### config.mk
export PLATFORM = sky130hd
export DESIGN_NAME = fetch_register
export DESIGN_NICKNAME = d
export VERILOG_FILES = /design/src/rtl/fetch_register_pkg.sv /design/src/rtl/D_FF_enable.sv /design/src/rtl/hazard_detect.sv /design/src/rtl/fetch_register.sv
export SDC_FILE = /design/constraint.sdc
export NUM_CORES = 1
export LEC_CHECK = 0
export BUFFER_PORTS_ARGS = -buffer_cell sky130_fd_sc_hd__buf_2
export CORE_ASPECT_RATIO = 2
export CORE_UTILIZATION = 30
export CTS_BUF_LIST = sky130_fd_sc_hd__clkbuf_4
export DETAILED_ROUTE_END_ITERATION = 10
export PLACE_DENSITY_LB_ADDON = 0.1
export SLEW_MARGIN = 30
export SYNTH_ARGS = -nofsm -noshare
export SYNTH_HDL_FRONTEND = slang
export SYNTH_SLANG_ARGS = --single-unit
### constraint.sdc
create_clock -name clk -period 8.82 [get_ports clk]
set_input_delay 1.323 -clock clk [delete_from_list [all_inputs] [get_ports clk]]
set_output_delay 1.323 -clock clk [all_outputs]
set_load 0.02 [all_outputs]
### src/rtl/fetch_register_pkg.sv
// ============================================================================
// Module  : fetch_register_pkg
// Brief   : Shared constants and state encoding for the fetch/decode register.
// Revision: 1.0
// ============================================================================
`default_nettype none

package fetch_register_pkg;

    localparam logic [31:0] NOP_INSTR = 32'hD503201F;
    localparam logic [4:0]  XZR_INDEX = 5'd31;

    localparam int RN_LSB = 5;
    localparam int RN_MSB = 9;
    localparam int RM_LSB = 16;
    localparam int RM_MSB = 20;

    typedef enum logic [0:0] {
        RUN   = 1'b0,
        STALL = 1'b1
    } fetch_state_t;

endpackage

`default_nettype wire

### src/rtl/D_FF_enable.sv
// ============================================================================
// Module  : D_FF_enable
// Brief   : Single storage bit with load enable; reset is folded into d/en.
// Revision: 1.0
// ============================================================================
`default_nettype none

module D_FF_enable (
    input  logic clk,
    input  logic en,
    input  logic d,
    output logic q
);

    always_ff @(posedge clk) begin
        if (en) begin
            q <= d;
        end
    end

endmodule

`default_nettype wire

### src/rtl/hazard_detect.sv
// ============================================================================
// Module  : hazard_detect
// Brief   : Combinational load-use hazard check between decode and execute.
// Revision: 1.0
// ============================================================================
`default_nettype none

module hazard_detect
    import fetch_register_pkg::*;
(
    input  logic       valid,
    input  logic [4:0] rn,
    input  logic [4:0] rm,
    input  logic       mem_to_reg,
    input  logic       reg_write,
    input  logic [4:0] rd,
    output logic       hazard
);

    logic w_src_match;

    // XZR is never a real producer, so it can never cause a dependency.
    assign w_src_match = (rd == rn) | (rd == rm);
    assign hazard      = valid & mem_to_reg & reg_write & (rd != XZR_INDEX) & w_src_match;

endmodule

`default_nettype wire

### src/rtl/fetch_register.sv
// ============================================================================
// Module  : fetch_register
// Brief   : IF/ID pipeline register with load-use stall and branch flush.
//           Optional perf counters enabled by FETCH_REGISTER_PERF_EN.
// Revision: 1.0
// ============================================================================
`default_nettype none

module fetch_register
    import fetch_register_pkg::*;
#(
    parameter int LOAD_USE_STALL = 1
)(
    input  logic        clk,
    input  logic        reset,
    input  logic [63:0] PC_Fetch,
    input  logic [31:0] Instruction_Fetch,
    input  logic        flush_Fetch,
    input  logic        MemToReg_DecodeRegister,
    input  logic        RegWrite_DecodeRegister,
    input  logic [4:0]  Rd_DecodeRegister,
    output logic [63:0] PC_FetchRegister,
    output logic [31:0] Instruction_FetchRegister,
    output logic        valid_FetchRegister,
    output logic        stallPC,
    output logic        bubble_Decode
`ifdef FETCH_REGISTER_PERF_EN
    ,
    output logic [31:0] stallCount,
    output logic [31:0] flushCount
`endif
);

    localparam logic [1:0] STALL_INIT = 2'(LOAD_USE_STALL - 1);

    fetch_state_t r_state;
    fetch_state_t w_state_next;
    logic [1:0]   r_cnt;
    logic [1:0]   w_cnt_next;
    logic         w_hazard;
    logic         w_stall_cond;
    logic         w_en;
    logic [63:0]  w_pc_d;
    logic [31:0]  w_instr_d;
    logic         w_valid_d;
    logic [63:0]  r_pc;
    logic [31:0]  r_instr;
    logic         r_valid;

    hazard_detect u_hazard_detect (
        .valid      (r_valid),
        .rn         (r_instr[RN_MSB:RN_LSB]),
        .rm         (r_instr[RM_MSB:RM_LSB]),
        .mem_to_reg (MemToReg_DecodeRegister),
        .reg_write  (RegWrite_DecodeRegister),
        .rd         (Rd_DecodeRegister),
        .hazard     (w_hazard)
    );

    always_comb begin
        w_state_next = r_state;
        w_cnt_next   = r_cnt;
        w_stall_cond = 1'b0;
        case (r_state)
            RUN: begin
                if (w_hazard) begin
                    w_stall_cond = 1'b1;
                    w_state_next = STALL;
                    w_cnt_next   = STALL_INIT;
                end
            end
            STALL: begin
                // Final STALL cycle ignores the hazard so the pipeline always drains.
                if (r_cnt != 2'd0) begin
                    w_stall_cond = 1'b1;
                    w_cnt_next   = r_cnt - 2'd1;
                end else begin
                    w_state_next = RUN;
                    w_cnt_next   = 2'd0;
                end
            end
            default: begin
                w_state_next = RUN;
                w_cnt_next   = 2'd0;
            end
        endcase
        if (flush_Fetch) begin
            w_state_next = RUN;
            w_cnt_next   = 2'd0;
        end
        stallPC       = w_stall_cond & ~flush_Fetch;
        bubble_Decode = w_stall_cond | flush_Fetch;
    end

    always_ff @(posedge clk) begin
        if (reset) begin
            r_state <= RUN;
            r_cnt   <= 2'd0;
        end else begin
            r_state <= w_state_next;
            r_cnt   <= w_cnt_next;
        end
    end

    // Flush keeps the PC so the squashed slot still carries a meaningful address.
    assign w_en      = ~w_stall_cond | flush_Fetch | reset;
    assign w_pc_d    = reset ? 64'd0 : (flush_Fetch ? r_pc : PC_Fetch);
    assign w_instr_d = (reset | flush_Fetch) ? NOP_INSTR : Instruction_Fetch;
    assign w_valid_d = ~(reset | flush_Fetch);

    for (genvar i = 0; i < 64; i++) begin : g_pc_bits
        D_FF_enable u_ff (.clk(clk), .en(w_en), .d(w_pc_d[i]), .q(r_pc[i]));
    end

    for (genvar i = 0; i < 32; i++) begin : g_instr_bits
        D_FF_enable u_ff (.clk(clk), .en(w_en), .d(w_instr_d[i]), .q(r_instr[i]));
    end

    D_FF_enable u_valid_ff (.clk(clk), .en(w_en), .d(w_valid_d), .q(r_valid));

    assign PC_FetchRegister          = r_pc;
    assign Instruction_FetchRegister = r_instr;
    assign valid_FetchRegister       = r_valid;

`ifdef FETCH_REGISTER_PERF_EN
    logic [31:0] r_stall_count;
    logic [31:0] r_flush_count;

    always_ff @(posedge clk) begin
        if (reset) begin
            r_stall_count <= 32'd0;
            r_flush_count <= 32'd0;
        end else begin
            if (stallPC && (r_stall_count != 32'hFFFFFFFF)) begin
                r_stall_count <= r_stall_count + 32'd1;
            end
            if (flush_Fetch && (r_flush_count != 32'hFFFFFFFF)) begin
                r_flush_count <= r_flush_count + 32'd1;
            end
        end
    end

    assign stallCount = r_stall_count;
    assign flushCount = r_flush_count;
`endif

endmodule

`default_nettype wire

**Word level (Yosys, flattened, before mapping)**

Cells that the tools add are included.

- Bits in writable memories: 0
- Bits in latches: 0
- Word-level logic and storage cells: 129
- Memories: 0
- Output and inout port bits: 99
- Memory bits (read-only): 0
- Bits in registers: 100

- Magnitude comparators: 0
- Reductions and logical operators: 3
- Add/sub/neg operators: 1
- Equal/unequal tests: 5
- Shift-type cells: 0
- Mux-type cells: 7
- $mul: 0
- Div/mod/pow operators: 0
- Bitwise gates (word level): 14

Operator list:

| operator | count |
|---|---|
| 64-bit two-way mux | 1 |
| 5-bit equality test | 2 |
| 1-bit AND | 5 |
| 5-bit inequality test (second input constant) | 1 |
| 1-bit OR | 5 |
| 2-bit two-way mux | 2 |
| 1-bit NOT | 4 |
| 2-bit one-hot mux with 2 select lines | 1 |
| 1-bit two-way mux | 2 |
| 2-bit by 1-bit inequality test with 1-bit output (second input constant) | 1 |
| 2-bit inequality test (second input constant) | 1 |
| 1-bit one-hot mux with 2 select lines | 1 |
| 2-bit AND reduction | 1 |
| 2-bit nonzero test | 1 |
| 2-bit OR reduction | 1 |
| 2-bit by 1-bit subtractor with 2-bit output (second input constant) | 1 |

**Depth between registers and ports, before layout**

Gate-level depths: netlist of the first run.

- Depth after elaboration: 10
- Depth in mapped cells: 5
- Depth with buffers taken out: 4

**Hierarchy**

From an unflattened synthesis of the first run, not the netlist that was laid out.

- Cells, all modules: 310
- Area total of the unflattened synthesis: 4394.2 sq um

By module, submodules not included:

| module | seq. area each (sq um) | cells each | area each (sq um) | times used |
|---|---|---|---|---|
| D_FF_enable | 30.0 | 1 | 30.0 | 97 |
| fetch_register | 60.1 | 195 | 1351.3 | 1 |
| hazard_detect | 0.0 | 18 | 130.1 | 1 |

**Worst setup path after synthesis of the first run**

Ideal clock, no wire load.

- Kind: in2reg
- From: in reset
- To: reg g_pc_bits[0].u_ff.q (enable)
- Stages: 4
- Path slack: 3715 ps
- Library setup time: 490 ps
- Buffers on the path: 2
- Arrival: 4615 ps
- Path through: buf_2 > clkbuf_1 > inv_1 > a221oi_2

- Longest elaborated chain between the ends: 2
- Elaborated cells between the ends (all ways): 3
- Those cells by class: 1 x eq/ne; 1 x bitwise; 1 x reduce/logical

Ends and longest elaborated chain:

| element | RTL line | text |
|---|---|---|
| start, declared | fetch_register.sv:15 | `input logic reset,` |
| 2-bit inequality test (no source line) / 1-bit OR (equally long branches) | - |  |
| 2-bit AND reduction (no source line) (*) | - |  |
| end signal, assigned | D_FF_enable.sv:17 | `q <= d;` |
| end, declared | D_FF_enable.sv:12 | `output logic q` |

Mark *: on every way between the ends. The rest lies on a longest branch, timed or not.
A chain may end at the register's enable or synchronous reset.

**Worst setup path after layout of the first run**

- From: in Rd_DecodeRegister[4]
- To: out stallPC

- Longest elaborated chain between the ends: 6
- Elaborated cells between the ends (all ways): 9
- Those cells by class: 3 x eq/ne; 2 x mux; 4 x bitwise

Ends and longest elaborated chain:

| element | RTL line | text |
|---|---|---|
| start, declared | fetch_register.sv:21 | `input logic [4:0] Rd_DecodeRegister,` |
| 5-bit inequality test / 5-bit equality test (equally long branches) | hazard_detect.sv:24, hazard_detect.sv:23 |  |
| 1-bit AND / 1-bit OR (equally long branches) | hazard_detect.sv:24, hazard_detect.sv:23 |  |
| 1-bit AND (*) | hazard_detect.sv:24 | `assign hazard = valid & mem_to_reg & reg_write & (rd != XZR_INDEX) & w_src_match;` |
| 1-bit two-way mux (*) | fetch_register.sv:66 | `if (w_hazard) begin` |
| 1-bit one-hot mux with 2 select lines (*) | fetch_register.sv:64 | `case (r_state)` |
| 1-bit AND (*) | fetch_register.sv:91 | `stallPC = w_stall_cond & ~flush_Fetch;` |
| end, declared | fetch_register.sv:25 | `output logic stallPC,` |

Marks and branches as above.

==> results.toml, run 1 <==
[global_routing]
congestion_overflow_gr = 0
first_pass_grt_wire_length_um = 14500
grt_usage_pct = 12.2
grt_max_degree = 65
number_of_global_route_vias_before_repair = 2760
antenna_found_initial = 2

[finish]
n_fill_cell = 1556
area_growth_syn_to_layout_pct = 15.2
multi_input_area_um2 = 918
layout.core_utilization_pct = 35.1
share_of_final_layout_standard_cells_stronger_than_drive_strength_1_pct = 49.0
design.final.nets = 563
register_area_um2 = 2970

[clocking]
cts_tree = "done"
post_cts_hold_buffer_count = 0
cts_buffers = 9
clk_pin_slew_worst_paths_ps = 140
clock_sink_count = 100
cts_repair_resize_count = 0
post-cts-setup-buffers = 0
cts_htree_levels = 3
cts.path.max_buffers = 2
cts_root_cell = "sky130_fd_sc_hd__clkbuf_4"
clk-insertion-delay-late_ps = 450

[sta]
hold_viol_final = 0
tns_ps = 0
worst_pin_slew_ps = 844
min_period_ps = 3790
rsz0062_at_grt = "no"
max-slew-margin-rel_pct = 43.8
drv_slew = 0
worst_clock_skew_ps = 21.3
timing.fmax_ghz = 0.264
final_min_period_over_clock_period_pct = 43.0
finalSetupViolations = 0

[placement]
place_congestion = 0.759
port-buffer-count = 204
dp.final_hpwl_um = 7190

[power]
clock_power_share_pct = 25.5
switching_share_pct = 24.6
share_comb_of_total_power_pct = 13.8
share_seq_of_total_power_pct = 60.7
vdd_ir_drop_max_mv = 0.0640
leakage_uw = 0.00233
power.switching_uw = 227
p_int_uw = 696
pwr_density_cell_nw_per_um2 = 172

[floorplanning]
fp.dieH_um = 178
initial_utilization_pct = 30.5
floorplan.rows = 64
ports = 205
core_area_um2 = 15200
die_width_um = 89.9
die_footprint_um2 = 16000

[critical_path]
path_buf_inv = 2
timing_worst_setup_path_type = "in -> out"
cpLargestDelayFamily = "compound AO/OA/AOI/OAI gates"
flop_to_flop_setup_slack_ps = 6440
cp_cell_sequence = "buf_2 -> xnor2_1 -> nand3_1 -> o22a_1 -> o41ai_2 -> buf_2"
worst_path_max_delay_cell = "sky130_fd_sc_hd__o41ai_2"
cp_data_arrival_time_ps = 2470
worstSetupStartpointType = "input pin"
setup.worst_path.end_class = "output port"
crit_path_frequent_cell = "sky130_fd_sc_hd__buf_2"
worst-path-max-fanout = 3
worst_path_largest_cell_delay_ps = 300
cp.required_ps = 7500

[flow_run]
max_cap_violations = 0

[drt]
vias_per_cell = 4.14
drt_first_iter_violations = 54
drt_pre_antenna_iters = 4
wl_per_cell_um = 14.6
final_antenna_net_count = 0
post-route-drc-count = 0
finalWirelength_um = 9620
dr_total_vias = 2735

[status]
run_status = "finished, final reports clean"

[synth]
synth-seq-cells = 100
synth.avg_cell_area_um2 = 13.4
synth_seq_area_share_pct = 64.1
yosys_warnings = 0
mappedNetlistArea_um2 = 4640
post_synth_inst_count = 346
synth.lib_cells_used.distinct = 29
syn-num-nets = 452

[worst_hold_path]
hold_removal_path_class = "reg -> reg"
[worst paths after layout]
| check | startpoint | to | depth (start not counted) |
|---|---|---|---|
| min | r_cnt[1] | r_cnt[1] | 2 |
| min reg2reg | r_cnt[1] | r_cnt[1] | 2 |
| max reg2reg | g_instr_bits[20].u_ff.q | g_pc_bits[39].u_ff.q | 5 |
| max | Rd_DecodeRegister[4] | stallPC | 6 |
[layer usage]
| metal | GRT usage, % | routed length (µm) |
|---|---|---|
| met3 | 3.68 | 760 |
| met2 | 21.7 | 5220 |
| met5 | 0 | 0 |
| met1 | 12.5 | 3380 |
| met4 | 7.46 | 262 |
[final cells by class]
type | count | area share, %
diodes | 2 | 0.0936
well taps | 198 | 4.63
multi-input cells | 137 | 17.2
clock inverters | 3 | 0.725
inverters | 1 | 0.0702
flip-flops and latches | 100 | 55.6
repair buffers | 208 | 20.0
clock buffers | 12 | 1.68
[cell usage after synthesis (all sizes together)]
library cell,instances,area [µm²]
o41ai,1,16.3
or2,1,6.26
nand4b,1,8.76
nand2,3,11.3
nor3,1,5.00
o2111ai,1,15.0
dfxtp,3,60.1
xnor2,10,87.6
a21o,1,7.51
nor2b,64,400
o211ai,1,7.51
a21oi,3,15.0
nand3b,2,15.0
and3,2,12.5
inv,1,3.75
o22ai,1,6.26
nand3,4,20.0
nand2b,2,12.5
o22a,1,8.76
or3,13,81.3
nor4,1,6.26
buf,98,731
clkbuf,10,37.5
and2,19,119
a221oi,1,15.0
edfxtp,97,2910
nor2,3,11.3
o31ai,1,7.51
[metrics by stage]
step                power, µW  std cells  hold slack (ps)  instance area (µm²)  worst slack, ps
floorplan                 678        346              446                 4640             3720
global placement          700        643              471                 5190             4850
detailed placement        701        644              475                 5210             4800
CTS                       940        659              498                 5340             5020
global route              965        661              520                 5350             4930
finish                    922        661              497                 5350             5030
[flip-flops by register name, indices dropped and copies added, names as in the netlist]
name,flops
u_valid_ff.q,1
g_pc_bits.u_ff.q,64
r_state,1
r_cnt,2
g_instr_bits.u_ff.q,32
[worst register-to-register path: cells and delay by family (launching register included)]
family	cells	cell delay [ps]
buffers and inverters	1	670
AO/OA/AOI/OAI	2	530
flip-flops	1	490
XOR/XNOR	1	160
AND/OR/NAND/NOR	1	100
[layout by cell type, fill, tap and decap left out]
cell type	instances
sky130_fd_sc_hd__o41ai_2	1
sky130_fd_sc_hd__diode_2	2
sky130_fd_sc_hd__clkbuf_4	12
sky130_fd_sc_hd__clkinv_1	1
sky130_fd_sc_hd__xnor2_1	10
sky130_fd_sc_hd__dfxtp_1	3
sky130_fd_sc_hd__nor2b_1	64
sky130_fd_sc_hd__nor2_1	3
sky130_fd_sc_hd__nor4_1	1
sky130_fd_sc_hd__o31ai_1	1
sky130_fd_sc_hd__o211ai_1	1
sky130_fd_sc_hd__edfxtp_1	97
sky130_fd_sc_hd__nand2b_1	2
sky130_fd_sc_hd__and2_1	19
sky130_fd_sc_hd__and3_1	2
sky130_fd_sc_hd__nor3_1	1
sky130_fd_sc_hd__o22ai_1	1
sky130_fd_sc_hd__nand3_1	4
sky130_fd_sc_hd__nand4b_1	1
sky130_fd_sc_hd__o2111ai_2	1
sky130_fd_sc_hd__buf_4	3
sky130_fd_sc_hd__nand2_1	3
sky130_fd_sc_hd__nand3b_1	2
sky130_fd_sc_hd__inv_1	1
sky130_fd_sc_hd__o22a_1	1
sky130_fd_sc_hd__clkinv_2	1
sky130_fd_sc_hd__a21oi_1	2
sky130_fd_sc_hd__bufinv_16	1
sky130_fd_sc_hd__buf_16	1
sky130_fd_sc_hd__a21oi_4	1
sky130_fd_sc_hd__or3_1	13
sky130_fd_sc_hd__or2_1	1
sky130_fd_sc_hd__a221oi_4	1
sky130_fd_sc_hd__buf_2	204
sky130_fd_sc_hd__a21o_1	1
[cell families (layout without fill, tap and decap cells)]
group                  Yosys count  count (layout)  share of synthesized area [%]
AO/OA/AOI/OAI                   11              11                           2.13
other                            0               2                              0
flip-flops                     100             100                           64.1
XOR/XNOR                        10              10                           1.89
AND/OR/NAND/NOR                116             116                           15.3
buffers and inverters          109             224                           16.6
[power groups by stage]
stage          Clock (µW)  Sequential, µW  Combinational, µW
2_1_floorplan           0             570                108
3_3_place_gp            0             571                129
3_5_place_dp            0             571                130
4_1_cts               250             561                130
5_1_grt               264             563                138
6_report              235             560                127
(Power assumes the default switching activity.)
==> inputs of run 2 (changes only) <==
==> constraint.sdc (replaced) <==
create_clock -name clk -period 3.8 [get_ports clk]
set_input_delay 0.57 -clock clk [delete_from_list [all_inputs] [get_ports clk]]
set_output_delay 0.57 -clock clk [all_outputs]
set_load 0.02 [all_outputs]
==> run 2 against run 1 <==
- non-clock buffer count grew 1
- final cell count increased by 0.15%
- first-iteration DRC count increased by 9.3%
- worst hold slack worse by 120 ps
- core utilization increased by 0.090 points
- worst setup slack got worse by 3800 ps
- via count shrank 0.91%
- largest power group unchanged
- flip-flop and latch count did not move
- sequential share of layout area decreased by 0.14 points
- clock skew is 12 ps lower
- wire length grew 2.9%
==> results.toml, run 2 (synthesized netlist as in run 1, its figures left out) <==
[drt]
vias_per_cell = 4.09
drt_first_iter_violations = 59
finalWirelength_um = 9900
final_antenna_net_count = 0
post-route-drc-count = 0
dr_total_vias = 2710
wl_per_cell_um = 15.0
drt_pre_antenna_iters = 6

[finish]
post-route-cell-area_um2 = 5360
design.final.nets = 564
share_of_final_layout_standard_cells_stronger_than_drive_strength_1_pct = 48.6
area_growth_syn_to_layout_pct = 15.5
most_frequent_cells_in_the_layout = "sky130_fd_sc_hd__buf_2, sky130_fd_sc_hd__edfxtp_1, sky130_fd_sc_hd__nor2b_1"
biggestRegsByFlops = "g_pc_bits.u_ff.q (64), g_instr_bits.u_ff.q (32), r_cnt (2)"
leading_cell_type_in_the_layout_fill_and_taps_excluded = "sky130_fd_sc_hd__buf_2"
top_register = "g_pc_bits.u_ff.q"
largest_register_ff_count = 64

[critical_path]
cp.required_ps = 3230
worstSetupStartpointType = "flop"
crit-reg2reg-capture = "g_instr_bits[30].u_ff.q"
flop_to_flop_setup_slack_ps = 1660
cp_data_arrival_time_ps = 1980
setup.worst_path.end_class = "output port"
timing_worst_setup_path_type = "reg -> out"
crit_path_start = "g_instr_bits[6].u_ff.q"
rr_startpoint = "g_instr_bits[6].u_ff.q"
depth_of_the_worst_register_to_register_path = 5
last_element_of_the_critical_path = "stallPC"
worst-path-max-fanout = 2

[clocking]
cts.path.max_buffers = 2
clock_sink_count = 100
cts_repair_resize_count = 0
post-cts-setup-buffers = 0
cts_root_cell = "sky130_fd_sc_hd__clkbuf_4"
clk-insertion-delay-late_ps = 450
cts_buffers = 9
post_cts_hold_buffer_count = 0
cts_htree_levels = 3
cts_tree = "done"
clk_pin_slew_worst_paths_ps = 140

[power]
vdd_ir_drop_max_mv = 0.130
pwr_density_cell_nw_per_um2 = 398
design_power_total_uw = 2130
leakage_uw = 0.00233

[floorplanning]
fp.dieH_um = 178
initial_utilization_pct = 30.5
floorplan.rows = 64
core_area_um2 = 15200
ports = 205
die_footprint_um2 = 16000
die_width_um = 89.9

[placement]
port-buffer-count = 204
dp.final_hpwl_um = 7360
post_place_setup_slack_ps = 1390
dpl-instance-area_um2 = 5230
place_congestion = 0.732

[sta]
drv_slew = 0
finalSetupViolations = 0
timing.fmax_ghz = 0.392
max-slew-margin-rel_pct = 49.2
worst_clock_skew_ps = 9.75
hold_viol_final = 0
min_period_ps = 2550
tns_ps = 0
worst_pin_slew_ps = 762
final_min_period_over_clock_period_pct = 67.2
timing.final.ws_setup_ps = 1250
rsz0062_at_grt = "no"

[status]
run_status = "finished, final reports clean"

[global_routing]
grt_usage_pct = 12.6
grt_max_degree = 78
antenna_found_initial = 2
number_of_global_route_vias_before_repair = 2813
congestion_overflow_gr = 0
first_pass_grt_wire_length_um = 14900

[flow_run]
max_cap_violations = 0

[worst_hold_path]
hold_removal_path_class = "in -> reg"
run 2: how the worst min path moves through the flow:
stage / slack, ps / cells past startpoint / to / start
after floorplan: 450 / 2 / r_cnt[1] / r_cnt[1]
after global placement: 520 / 2 / r_cnt[1] / r_cnt[1]
after detailed placement: 510 / 2 / r_cnt[1] / r_cnt[1]
after CTS: 320 / 2 / g_instr_bits[1].u_ff.q / Instruction_Fetch[1]
after global routing: 330 / 2 / g_instr_bits[16].u_ff.q / Instruction_Fetch[16]
final: 380 / 2 / g_instr_bits[4].u_ff.q / Instruction_Fetch[4]
run 2: where the power goes:
group | switching, µW | leakage, µW | internal (µW)
combinational | 179 | 0.00119 | 119
clock | 344 | 0.0000659 | 191
sequential | 18.9 | 0.00107 | 1280
run 2: final cells by class:
type,count,area (µm²)
clock buffer,9,67.6
sequential,100,2970
clock inverter,7,57.6
inverter,1,3.75
fill,1581,9850
timing repair buffer,209,1090
tap,198,248
antenna,1,2.50
multi-input combinational,137,918
run 2: per-stage QoR:
stage	utilization (%)	hold WS (ps)	std cells
final	35.2	377	662
after CTS	35.2	319	661
after global routing	35.2	326	662
after floorplan	-	446	346
after global placement	34.2	518	644
after detailed placement	34.4	507	645
run 2: critical path, stage by stage (launching register included):
cell and delay (ps):
sky130_fd_sc_hd__edfxtp_1 490, sky130_fd_sc_hd__xnor2_1 200, sky130_fd_sc_hd__nand3_1 120, sky130_fd_sc_hd__o22a_1 220, sky130_fd_sc_hd__o41ai_2 300, sky130_fd_sc_hd__buf_2 210
run 2: per-layer routing:
layer  wire length [µm]  global-route usage, %  share of wire (%)
met1               3320                   11.6                 34
met2               5640                   24.2                 57
met3                687                   3.64                6.9
met4                234                   7.12                2.4
met5                 13                      0               0.13
